$ cat src/rtl/seg_pkg.sv
// Shared constants for the seven-segment scan controller: digit count,
// select width, blank pattern and the active-low hex segment table.
package seg_pkg;

    localparam int unsigned DIGITS = 8;
    localparam int unsigned SEL_W  = 3;

    typedef logic [SEL_W-1:0] sel_t;
    typedef logic [6:0]       seg_t;

    // Segment order is {g,f,e,d,c,b,a}, active low
    localparam seg_t SEG_BLANK = 7'h7F;

    // Entry k is the pattern for hex digit k (index 15 listed first)
    localparam logic [15:0][6:0] HEX_SEG = {
        7'h0E, 7'h06, 7'h21, 7'h46, 7'h03, 7'h08, 7'h10, 7'h00,
        7'h78, 7'h02, 7'h12, 7'h19, 7'h30, 7'h24, 7'h79, 7'h40
    };

endpackage

$ cat src/rtl/seg_scan_ctrl_hex2seg.sv
// hex2seg: 4-bit hex digit to active-low seven-segment pattern.
module hex2seg
    import seg_pkg::*;
(
    input  logic [3:0] i_hex,
    output logic [6:0] o_seg_n
);

    // Combinational lookup of the segment pattern for one nibble
    always_comb begin
        o_seg_n = SEG_BLANK;
        case (i_hex)
            4'h0: o_seg_n = HEX_SEG[0];
            4'h1: o_seg_n = HEX_SEG[1];
            4'h2: o_seg_n = HEX_SEG[2];
            4'h3: o_seg_n = HEX_SEG[3];
            4'h4: o_seg_n = HEX_SEG[4];
            4'h5: o_seg_n = HEX_SEG[5];
            4'h6: o_seg_n = HEX_SEG[6];
            4'h7: o_seg_n = HEX_SEG[7];
            4'h8: o_seg_n = HEX_SEG[8];
            4'h9: o_seg_n = HEX_SEG[9];
            4'hA: o_seg_n = HEX_SEG[10];
            4'hB: o_seg_n = HEX_SEG[11];
            4'hC: o_seg_n = HEX_SEG[12];
            4'hD: o_seg_n = HEX_SEG[13];
            4'hE: o_seg_n = HEX_SEG[14];
            4'hF: o_seg_n = HEX_SEG[15];
            default: o_seg_n = SEG_BLANK;
        endcase
    end

endmodule

$ cat src/rtl/seg_scan_ctrl.sv
// seg_scan_ctrl: time-multiplexed scan controller for an 8-digit
// seven-segment display. Optional leading-zero blanking is enabled by
// defining SEG_LZ_BLANK_EN.
module seg_scan_ctrl
    import seg_pkg::*;
#(
    parameter int unsigned SCAN_DIV = 100000,
    parameter int unsigned CNT_W    = 20
) (
    input  logic        clk,
    input  logic        rstn,
    input  logic        load,
    input  logic [31:0] data_in,
    input  logic [7:0]  dp_in,
    input  logic [7:0]  en_in,
    output logic [2:0]  sel,
    output logic [6:0]  seg_n,
    output logic        dp_n,
    output logic        frame
);

    logic [CNT_W-1:0] r_presc;
    sel_t             r_sel;
    logic [31:0]      r_data;
    logic [7:0]       r_dp;
    logic [7:0]       r_en;
    seg_t             r_seg_n;
    logic             r_dp_n;
    logic             r_frame;

    logic             w_tick;
    sel_t             w_sel_nxt;
    logic [31:0]      w_data_nxt;
    logic [7:0]       w_dp_nxt;
    logic [7:0]       w_en_nxt;
    logic [7:0]       w_en_eff;
    logic [3:0]       w_nib;
    seg_t             w_hex_seg;

    assign w_tick     = (r_presc == CNT_W'(SCAN_DIV - 1));
    assign w_sel_nxt  = w_tick ? r_sel + SEL_W'(1) : r_sel;
    assign w_data_nxt = load ? data_in : r_data;
    assign w_dp_nxt   = load ? dp_in   : r_dp;
    assign w_en_nxt   = load ? en_in   : r_en;
    assign w_nib      = w_data_nxt[{w_sel_nxt, 2'b00} +: 4];

    // Effective digit enable, optionally suppressing leading zeros
    always_comb begin
        w_en_eff = w_en_nxt;
`ifdef SEG_LZ_BLANK_EN
        for (int unsigned k = 1; k < DIGITS; k++) begin
            w_en_eff[k] = w_en_nxt[k] & (|(w_data_nxt >> (4 * k)));
        end
`endif
    end

    hex2seg u_hex2seg (
        .i_hex   (w_nib),
        .o_seg_n (w_hex_seg)
    );

    // Prescaler, digit index, capture registers and registered outputs;
    // outputs are built from next-state values so sel and seg change together
    always_ff @(posedge clk or negedge rstn) begin
        if (!rstn) begin
            r_presc <= '0;
            r_sel   <= '0;
            r_data  <= '0;
            r_dp    <= '0;
            r_en    <= '1;
            r_seg_n <= SEG_BLANK;
            r_dp_n  <= 1'b1;
            r_frame <= 1'b0;
        end else begin
            r_presc <= w_tick ? '0 : r_presc + CNT_W'(1);
            r_sel   <= w_sel_nxt;
            r_frame <= w_tick && (r_sel == SEL_W'(DIGITS - 1));
            r_data  <= w_data_nxt;
            r_dp    <= w_dp_nxt;
            r_en    <= w_en_nxt;
            r_seg_n <= w_en_eff[w_sel_nxt] ? w_hex_seg : SEG_BLANK;
            r_dp_n  <= ~(w_dp_nxt[w_sel_nxt] & w_en_eff[w_sel_nxt]);
        end
    end

    assign sel   = r_sel;
    assign seg_n = r_seg_n;
    assign dp_n  = r_dp_n;
    assign frame = r_frame;

endmodule
$ cat config.mk
export PLATFORM = sky130hd
export DESIGN_NAME = seg_scan_ctrl
export DESIGN_NICKNAME = d
export VERILOG_FILES = /design/src/rtl/seg_pkg.sv /design/src/rtl/seg_scan_ctrl_hex2seg.sv /design/src/rtl/seg_scan_ctrl.sv
export SDC_FILE = /design/constraint.sdc
export NUM_CORES = 1
export LEC_CHECK = 0
export BUFFER_PORTS_ARGS = -buffer_cell sky130_fd_sc_hd__buf_2
export CAP_MARGIN = 10
export CORE_ASPECT_RATIO = 0.5
export CORE_MARGIN = 5
export CORE_UTILIZATION = 25
export CTS_CLUSTER_SIZE = 24
export DETAILED_ROUTE_END_ITERATION = 12
export PLACE_DENSITY = 0.44
export SYNTH_ARGS = -nofsm -noshare
export SYNTH_HDL_FRONTEND = slang
export SYNTH_SLANG_ARGS = --single-unit
$ cat constraint.sdc
create_clock -name clk -period 5.85 [get_ports clk]
set_clock_uncertainty 0.2 [all_clocks]
set_input_delay 1.17 -clock clk [delete_from_list [all_inputs] [get_ports clk]]
set_output_delay 1.17 -clock clk [all_outputs]
set_load 0.1 [all_outputs]
### After elaboration in Yosys (flattened, before gate mapping)

Memory sizes are Yosys's and may differ from the RTL's.
Cells that the tools add are included.
Widths: inputs -> output; s select.

* bits in registers: 80
* memory bits (read-only): 112
* input bits: 51
* output and inout port bits: 12
* word-level logic and storage cells: 28
* memories: 1

Memories
* (no name shown): words 16, width 7, read ports 1, clocked after memory_dff 0, wr ports 0, line seg_scan_ctrl_hex2seg.sv:12 `case (i_hex)`

* add/sub/neg operators: 2
* order comparisons: 1
* eq/ne operators: 2
* shift-type cells: 1
* multiplexer cells: 10
* bitwise logic cells: 2
* reduce and logical (&&, ||, !) cells: 1

Operators with widths (count)
* $mux 32: 1
* $shiftx 32x6->4: 1
* $add 20x1->20 const B: 1
* $eq 20x17->1 const B: 1
* $mux 20: 1
* $mux 8: 2
* $mux 7: 1
* $bmux 1 s3: 2
* $lt 3x4->1 const B: 1
* $add 3x1->3 const B: 1
* $eq 3x3->1 const B: 1
* $mux 3: 1
* $mux 1: 2
* $and 1x1->1: 1
* $logic_and 1x1->1: 1
* $not 1->1: 1

### Logic depth before layout (Yosys ltp)

Gate-level depths: netlist (run 1).

* depth after elaboration: 6
* depth in mapped cells: 15
* mapped depth without buffers: 14

### Cells and area by module

Synthesis (run 1) repeated with hierarchy kept, for this count alone.

* cell total of the unflattened synthesis: 371
* area total of the unflattened synthesis: 4524.3 µm²

Modules (own cells, without submodules)
* seg_scan_ctrl: times used 1, cells each 338, area each 4250.3 µm², seq. area each 2021.9 µm²
* hex2seg: times used 1, cells each 33, area each 274.0 µm², seq. area each 0.0 µm²

### Worst setup path before layout (run 1)

Ideal clock, no wire load.

* path type: input-to-reg
* from: input port load
* to: register r_seg_n[3], in the netlist seg_n[3]
* library setup time: 84 ps
* arrival time: 4398 ps
* data required time: 5566 ps
* setup slack: 1168 ps
* stages: 11
* buffers on the path: 3
* cells stage by stage: clkbuf_1 clkbuf_1 buf_1 mux2_2 mux2i_1 o22ai_1 a211oi_1 inv_1 ha_1 mux4_1 or2_2

* cells in the longest elaborated chain, start to end: 4
* elaborated cells on any way between the ends: 7
* those cells by class: shift: 1; mux: 5; memory: 1

RTL lines
* start, declared: line seg_scan_ctrl.sv:12 `input logic load,`
* $mux 32: line seg_scan_ctrl.sv:42 `assign w_data_nxt = load ? data_in : r_data;`
* net w_data_nxt[25]: line seg_scan_ctrl.sv:33 `logic [31:0] w_data_nxt;`
* $shiftx 32x6->4: line seg_scan_ctrl.sv:45 `assign w_nib = w_data_nxt[{w_sel_nxt, 2'b00} +: 4];`
* $mem_v2 16x7
* $mux 7: line seg_scan_ctrl.sv:81 `r_seg_n <= w_en_eff[w_sel_nxt] ? w_hex_seg : SEG_BLANK;`
* end signal, assigned: line seg_scan_ctrl.sv:81
* end, declared: line seg_scan_ctrl.sv:27 `seg_t r_seg_n;`

The timed path passes the listed nets, and every way through them passes these cells. The select of a mux whose other input is x is not followed.

### Final worst setup path (run 1)

* from: register r_presc[0]
* to: register r_seg_n[3], in the netlist seg_n[3]

* cells in the longest elaborated chain, start to end: 5
* elaborated cells on any way between the ends: 7
* those cells by class: eq/ne: 1; shift: 1; mux: 4; memory: 1

RTL lines
* start, declared: line seg_scan_ctrl.sv:22 `logic [CNT_W-1:0] r_presc;`
* start signal, assigned: line seg_scan_ctrl.sv:75 `r_presc <= w_tick ? '0 : r_presc + CNT_W'(1);`
* $eq 20x17->1 (*): line seg_scan_ctrl.sv:40 `assign w_tick = (r_presc == CNT_W'(SCAN_DIV - 1));`
* $mux 3 (*): line seg_scan_ctrl.sv:41 `assign w_sel_nxt = w_tick ? r_sel + SEL_W'(1) : r_sel;`
* $shiftx 32x6->4 / $bmux 1 s3 (equally long branches): line seg_scan_ctrl.sv:45, seg_scan_ctrl.sv:81
* $mem_v2 16x7 / $mux 1 (equally long branches)
* $mux 7 (*): line seg_scan_ctrl.sv:81

Every way passes the cells marked *; elsewhere a longest branch is shown, timed or not. The select of a mux whose other input is x is not followed.

==> results of run 1 <==
## worst paths after layout
path / from / end / slack, ps
setup / recovery: r_presc[0] / seg_n[3] / 1220
hold / removal: r_presc[0] / r_presc[0] / 290
setup reg to reg: r_presc[0] / seg_n[3] / 1220
hold reg to reg: r_presc[0] / r_presc[0] / 290
max in group asynchronous: rstn / r_data[10] / 3900
min in group asynchronous: rstn / r_data[8] / 540
## sequential cells by signal, summed over array words and instances, names as in the netlist
name	count
r_data	32
frame	1
r_en	8
sel	3
dp_n	1
r_dp	8
r_presc	20
seg_n	7
## kinds of logic (layout without fill, tap and decap cells)
logic type               after synthesis  count (layout)  synth area share
AND/OR/NAND/NOR                       96              96            0.1475
flip-flops                            80              80            0.4975
multiplexers                          68              68            0.2020
AO/OA/AOI/OAI                         37              37           0.06620
buffers and inverters                 22              94           0.02463
XOR/XNOR                              16              16           0.03448
adder cells (fa/ha/maj)                9               9           0.02771
## layout by cell type, fill, tap and decap left out, types with 3 or more instances in the layout
cell type / instances
dfrtp_1: 64
buf_2: 61
mux2_2: 49
nor2_1: 19
nand2_1: 16
dfstp_2: 16
a21oi_1: 14
mux2i_1: 13
nand3_1: 12
xnor2_1: 10
inv_1: 9
ha_1: 9
clkbuf_16: 9
nor3_1: 8
xor2_1: 6
buf_4: 6
nor4_1: 5
nor2b_1: 5
nand4_1: 5
and3_1: 5
o21ai_0: 4
and4_1: 3
mux4_2: 3
a221o_1: 3
## area by class of cell
cell class              instances  area (sq um)
clock buffers                  11         242.7
multi-input cells             226          1942
well taps                     221         276.5
clock inverters                 5         56.30
repair buffers                 67         350.3
flip-flops and latches         80          2022
fillers                      1590         10720
inverters                      11         43.79
## power breakdown
group / internal (mW) / switching [mW]
registers: 0.604 / 0.00895
clock network: 0.342 / 0.223
logic: 0.0775 / 0.140
## worst max-delay path: cells and delay by family (launching register included)
family	cells	cell delay (ps)
flip-flops	1	390
AO/OA/AOI/OAI	1	620
multiplexers	3	1340
adder cells (fa/ha/maj)	2	500
AND/OR/NAND/NOR	4	1150
buffers and inverters	2	360
## stage by stage
step / std cells / instance area, sq um / total power, mW / setup WS [ps] / utilization
global route: 621 / 4933 / 1.462 / 876.8 / 0.3151
finish: 621 / 4933 / 1.395 / 1225 / 0.3151
global placement: 605 / 4634 / 0.8448 / 1370 / 0.2960
CTS: 621 / 4933 / 1.420 / 1213 / 0.3151
floorplan: 328 / 4064 / 0.7827 / 1168 / -
detailed placement: 605 / 4634 / 0.8452 / 1230 / 0.2960
## per-layer routing
layer / wire length [um] / GRT usage / part of all wire
met1: 4320 / 0.1301 / 0.48
met2: 4383 / 0.1640 / 0.48
met3: 268 / 0.02780 / 0.029
met4: 113 / 0.02923 / 0.012
met5: 0 / 0 / 0
==> impl_metrics.yaml, run 1 <==
clock_tree:
  postCtsHoldBufs: 0
  clock-sinks: 80
  clockBufferDepth: 2
  cts_root_buf: "clkbuf_16"
  htreeDepth: 3
  postCtsSetupBuffers: 0
  clock_latency_ps: 330
  cts_resized: 0
  cts_made_buffers: 9
  clk_pin_slew_ps: 60
  cts_tree: "done"
global_routing:
  grt.total_usage: 0.09990
  grt_antenna_before_repair: 0
  grt_max_degree: 56
  grt_pass1_vias: 2858
  grt_pass1_wl_mm: 15.01
  grt.overflow.total: 0
setup_path:
  path_common_cell: "ha_1"
  crit_chain: "ha_1 -> and4_1 -> nand4_4 -> nor2_8 -> mux2i_4 -> inv_4 -> mux2_2 -> a211oi_1 -> inv_1 -> ha_1 -> mux4_1 -> or2_2"
  path_class: "reg2reg"
  cp.required_ps: 5910
  crit_path_start_kind: "register"
  worst-endpoint-arrival_ps: 4690
  crit_path_top_delay_cell: "a211oi_1"
  r2r_cells: 12
  worstPathMaxFanout: 19
  max_stage_delay_ps: 620
  crit_path_end_kind: "register"
run_status:
  status: "completed"
layout:
  post_route_cells_drive_above_1_share: 0.4225
  area_growth_pct: 21.40
  diodes: 0
  final_nets: 455
floorplan:
  die_height_um: 100.2
  die_w_um: 190.3
  coreArea_sq_um: 15660
  initial_core_util: 0.2596
  dieArea_sq_um: 19060
  num_rows: 32
  io_pins: 63
logic_synthesis:
  syn_inst: 328
  synthesis.nets: 388
  ys_ff_latch: 80
  netlist.top_cell.by_area: "dfrtp_1"
  ys_warn_count: 0
  ys.flop_type: "dfrtp_1"
  async_flop_share: 1.000
  synth_top_area_frac: 0.3941
  netlist_top_cells_area: "dfrtp_1 39%, mux2_2 14%, dfstp_2 10%"
  syn-mean-instance-area_sq_um: 12.39
  netlist_area_sq_um: 4064
  yosysMostFrequentCell: "dfrtp_1"
  synth_seq_area_share: 0.4975
  synth_commonest_cells: "64 x dfrtp_1, 49 x mux2_2, 19 x nor2_1"
  ys_types: 56
  synth_edf_count: 0
hold_path:
  min_path_cells: 1
  hold_path_class: "reg2reg"
route:
  vias: 2750
  drc: 0
  wl_per_cell_um: 14.63
  drt-initial-drc-count: 176
  routed_wl_mm: 9.086
  dr.pass1.iters: 4
  ant_nets: 0
  vias_per_cell: 4.428
power_and_ir_drop:
  p_per_area_nw_per_um2: 282.9
  irDropWorstVdd_v: 0.0001428
  power_leakage_nw: 2.142
sta:
  rsz0062_at_grt: "false"
  drv_slew: 0
  period_share: 0.7906
  fmax_ghz: 0.2162
  slew-limit-headroom: 0.5012
  min_period_ps: 4625
  setup_tns_ps: 0
  finalHoldViolations: 0
  tightest_slew_ps: 743.6
  setup_viol: 0
  hold_ws_ps: 287.6
job:
  max_cap_violations: 0
placed_design:
  port_buffers: 62
  dp_hpwl_mm: 6.752
  gp_congestion: 0.7162
(Power assumes the default switching activity.)
==> run 2: changes to the inputs <==
==> constraint.sdc (replaced) <==
create_clock -name clk -period 4.8 [get_ports clk]
set_clock_uncertainty 0.2 [all_clocks]
set_input_delay 0.96 -clock clk [delete_from_list [all_inputs] [get_ports clk]]
set_output_delay 0.96 -clock clk [all_outputs]
set_load 0.1 [all_outputs]
==> run 2 against run 1 <==
Net effect: combinational power increased by 21%; sequential cell count unchanged; core utilization about the same; cell count unchanged; clock-buffer cell count decreased by 1; hold slack got worse by 8.3 ps; largest cell class unchanged; largest power group unchanged; highest routed layer unchanged.
==> impl_metrics.yaml, run 2 (same netlist as run 1, synthesis figures left out) <==
global_routing:
  top_usage_layer: "met2"
  use_met3: 0.03127
  grt_use_met2: 0.1651
  grt.overflow.total: 0
  grt_antenna_before_repair: 0
  gr-usage-met1: 0.1262
  grt.total_usage: 0.09948
  grt_pass1_vias: 2877
  grt_pass1_wl_mm: 14.94
  grt_max_degree: 81
setup_path:
  r2r_slack_ps: 710
  cp-endpoint: "seg_n[3]"
  r2r_end: "seg_n[3]"
  r2r_start: "r_presc[0]"
  path_class: "reg2reg"
  cp.required_ps: 4860
  crit_path_start_kind: "register"
  r2r_cells: 13
  crit_path_end_kind: "register"
  worstSetupStartpoint: "r_presc[0]"
  worstPathMaxFanout: 19
  worst-endpoint-arrival_ps: 4160
layout:
  largest_register: "r_data"
  diodes: 0
  fin_cells: 621
  fin_area_sq_um: 4932
  final_common_cell: "dfrtp_1"
  final_util: 0.3151
  largest_register_ffs: 32
  area_growth_pct: 21.37
  num-fill-cells: 1579
  final_nets: 455
  largestRegisters: "r_data: 32 flops, r_presc: 20 flops"
  post_route_cells_drive_above_1_share: 0.4225
  layout_common_cells: "64 x dfrtp_1, 61 x buf_2, 49 x mux2_2"
clock_tree:
  cts_resized: 0
  postCtsSetupBuffers: 0
  clock_latency_ps: 330
  cts_tree: "done"
  clk_pin_slew_ps: 60
  cts_root_buf: "clkbuf_16"
  cts_made_buffers: 9
  clockBufferDepth: 2
  clock-sinks: 80
  postCtsHoldBufs: 0
  htreeDepth: 3
power_and_ir_drop:
  combPwrFrac: 0.155
  p_int_mw: 1.236
  sw_frac_of_total: 0.2704
  p_per_area_nw_per_um2: 343.5
  power_leakage_nw: 2.139
  power_frac_seq: 0.441
  p_sw_mw: 0.4581
  power_frac_clock: 0.404
  power.total_mw: 1.694
  irDropWorstVdd_v: 0.0001986
sta:
  min_period_ps: 4092
  fmax_ghz: 0.2444
  setup_tns_ps: 0
  setup_viol: 0
  drv_slew: 0
  period_share: 0.8525
  hold_ws_ps: 279.3
  tightest_slew_ps: 1209
  slew-limit-headroom: 0.1854
  setup_slack_ps: 707.9
  finalHoldViolations: 0
  rsz0062_at_grt: "false"
floorplan:
  coreArea_sq_um: 15660
  initial_core_util: 0.2596
  io_pins: 63
  num_rows: 32
  die_w_um: 190.3
  dieArea_sq_um: 19060
  die_height_um: 100.2
route:
  drc: 0
  drt-initial-drc-count: 120
  vias: 2766
  routed_wl_mm: 9.031
  vias_per_cell: 4.454
  wl_per_cell_um: 14.54
  ant_nets: 0
  dr.pass1.iters: 4
placed_design:
  dp_worst_setup_slack_ps: 655.4
  port_buffers: 62
  dp_hpwl_mm: 6.550
  gp_congestion: 0.7433
  place_inst: 605
  placed_area_sq_um: 4634
hold_path:
  hold_path_class: "reg2reg"
run_status:
  status: "completed"
job:
  max_cap_violations: 0
-- run 2: changes by cell type in the layout (fill, tap and decap cells not counted) --
cell,change
clkbuf_8,-1
clkinv_2,-1
clkinv_4,+1
inv_6,+1
-- run 2: per-layer routing --
metal  share of wire  up-vias  wire (um)
li1                -     1341          -
met1            0.47     1381       4207
met2            0.49       36       4410
met3           0.034        8        309
met4           0.012        0        104
met5               0        -          0
-- run 2: power by group through the flow --
stage	Combinational (mW)	Sequential, mW	Clock [mW]
final	0.263	0.747	0.684
after global routing	0.286	0.752	0.739
after detailed placement	0.267	0.761	0
after floorplan	0.116	0.838	0
after global placement	0.268	0.759	0
after CTS	0.268	0.748	0.709
-- run 2: how the worst min path moves through the flow --
stage                  to  cells after the start       start  slack (ps)
2_1_floorplan  r_data[11]                      2  r_data[11]         240
3_3_place_gp   r_presc[0]                      1  r_presc[0]         270
3_5_place_dp   r_presc[0]                      1  r_presc[0]         270
4_1_cts        r_presc[0]                      1  r_presc[0]         280
5_1_grt        r_presc[4]                      1  r_presc[4]         300
6_report       r_presc[0]                      1  r_presc[0]         280
-- run 2: layout make-up --
cell class / instances / area, sq um / area share
well taps: 221 / 276.5 / 0.05606
clock buffers: 10 / 229.0 / 0.04642
multi-input cells: 226 / 1942 / 0.3937
inverters: 11 / 43.79 / 0.008879
flip-flops and latches: 80 / 2022 / 0.4099
clock inverters: 6 / 68.82 / 0.01395
repair buffers: 67 / 350.3 / 0.07103
-- run 2: worst max-delay path, cell delays in order, from the launching register on --
cell,delay (ps)
dfrtp_1,380
ha_1,210
and4_1,310
nand4_4,210
nor2_8,350
mux2i_1,330
inv_1,270
nand2_1,140
o22ai_1,140
a211oi_4,370
inv_1,110
ha_1,250
mux4_1,470
or2_2,280
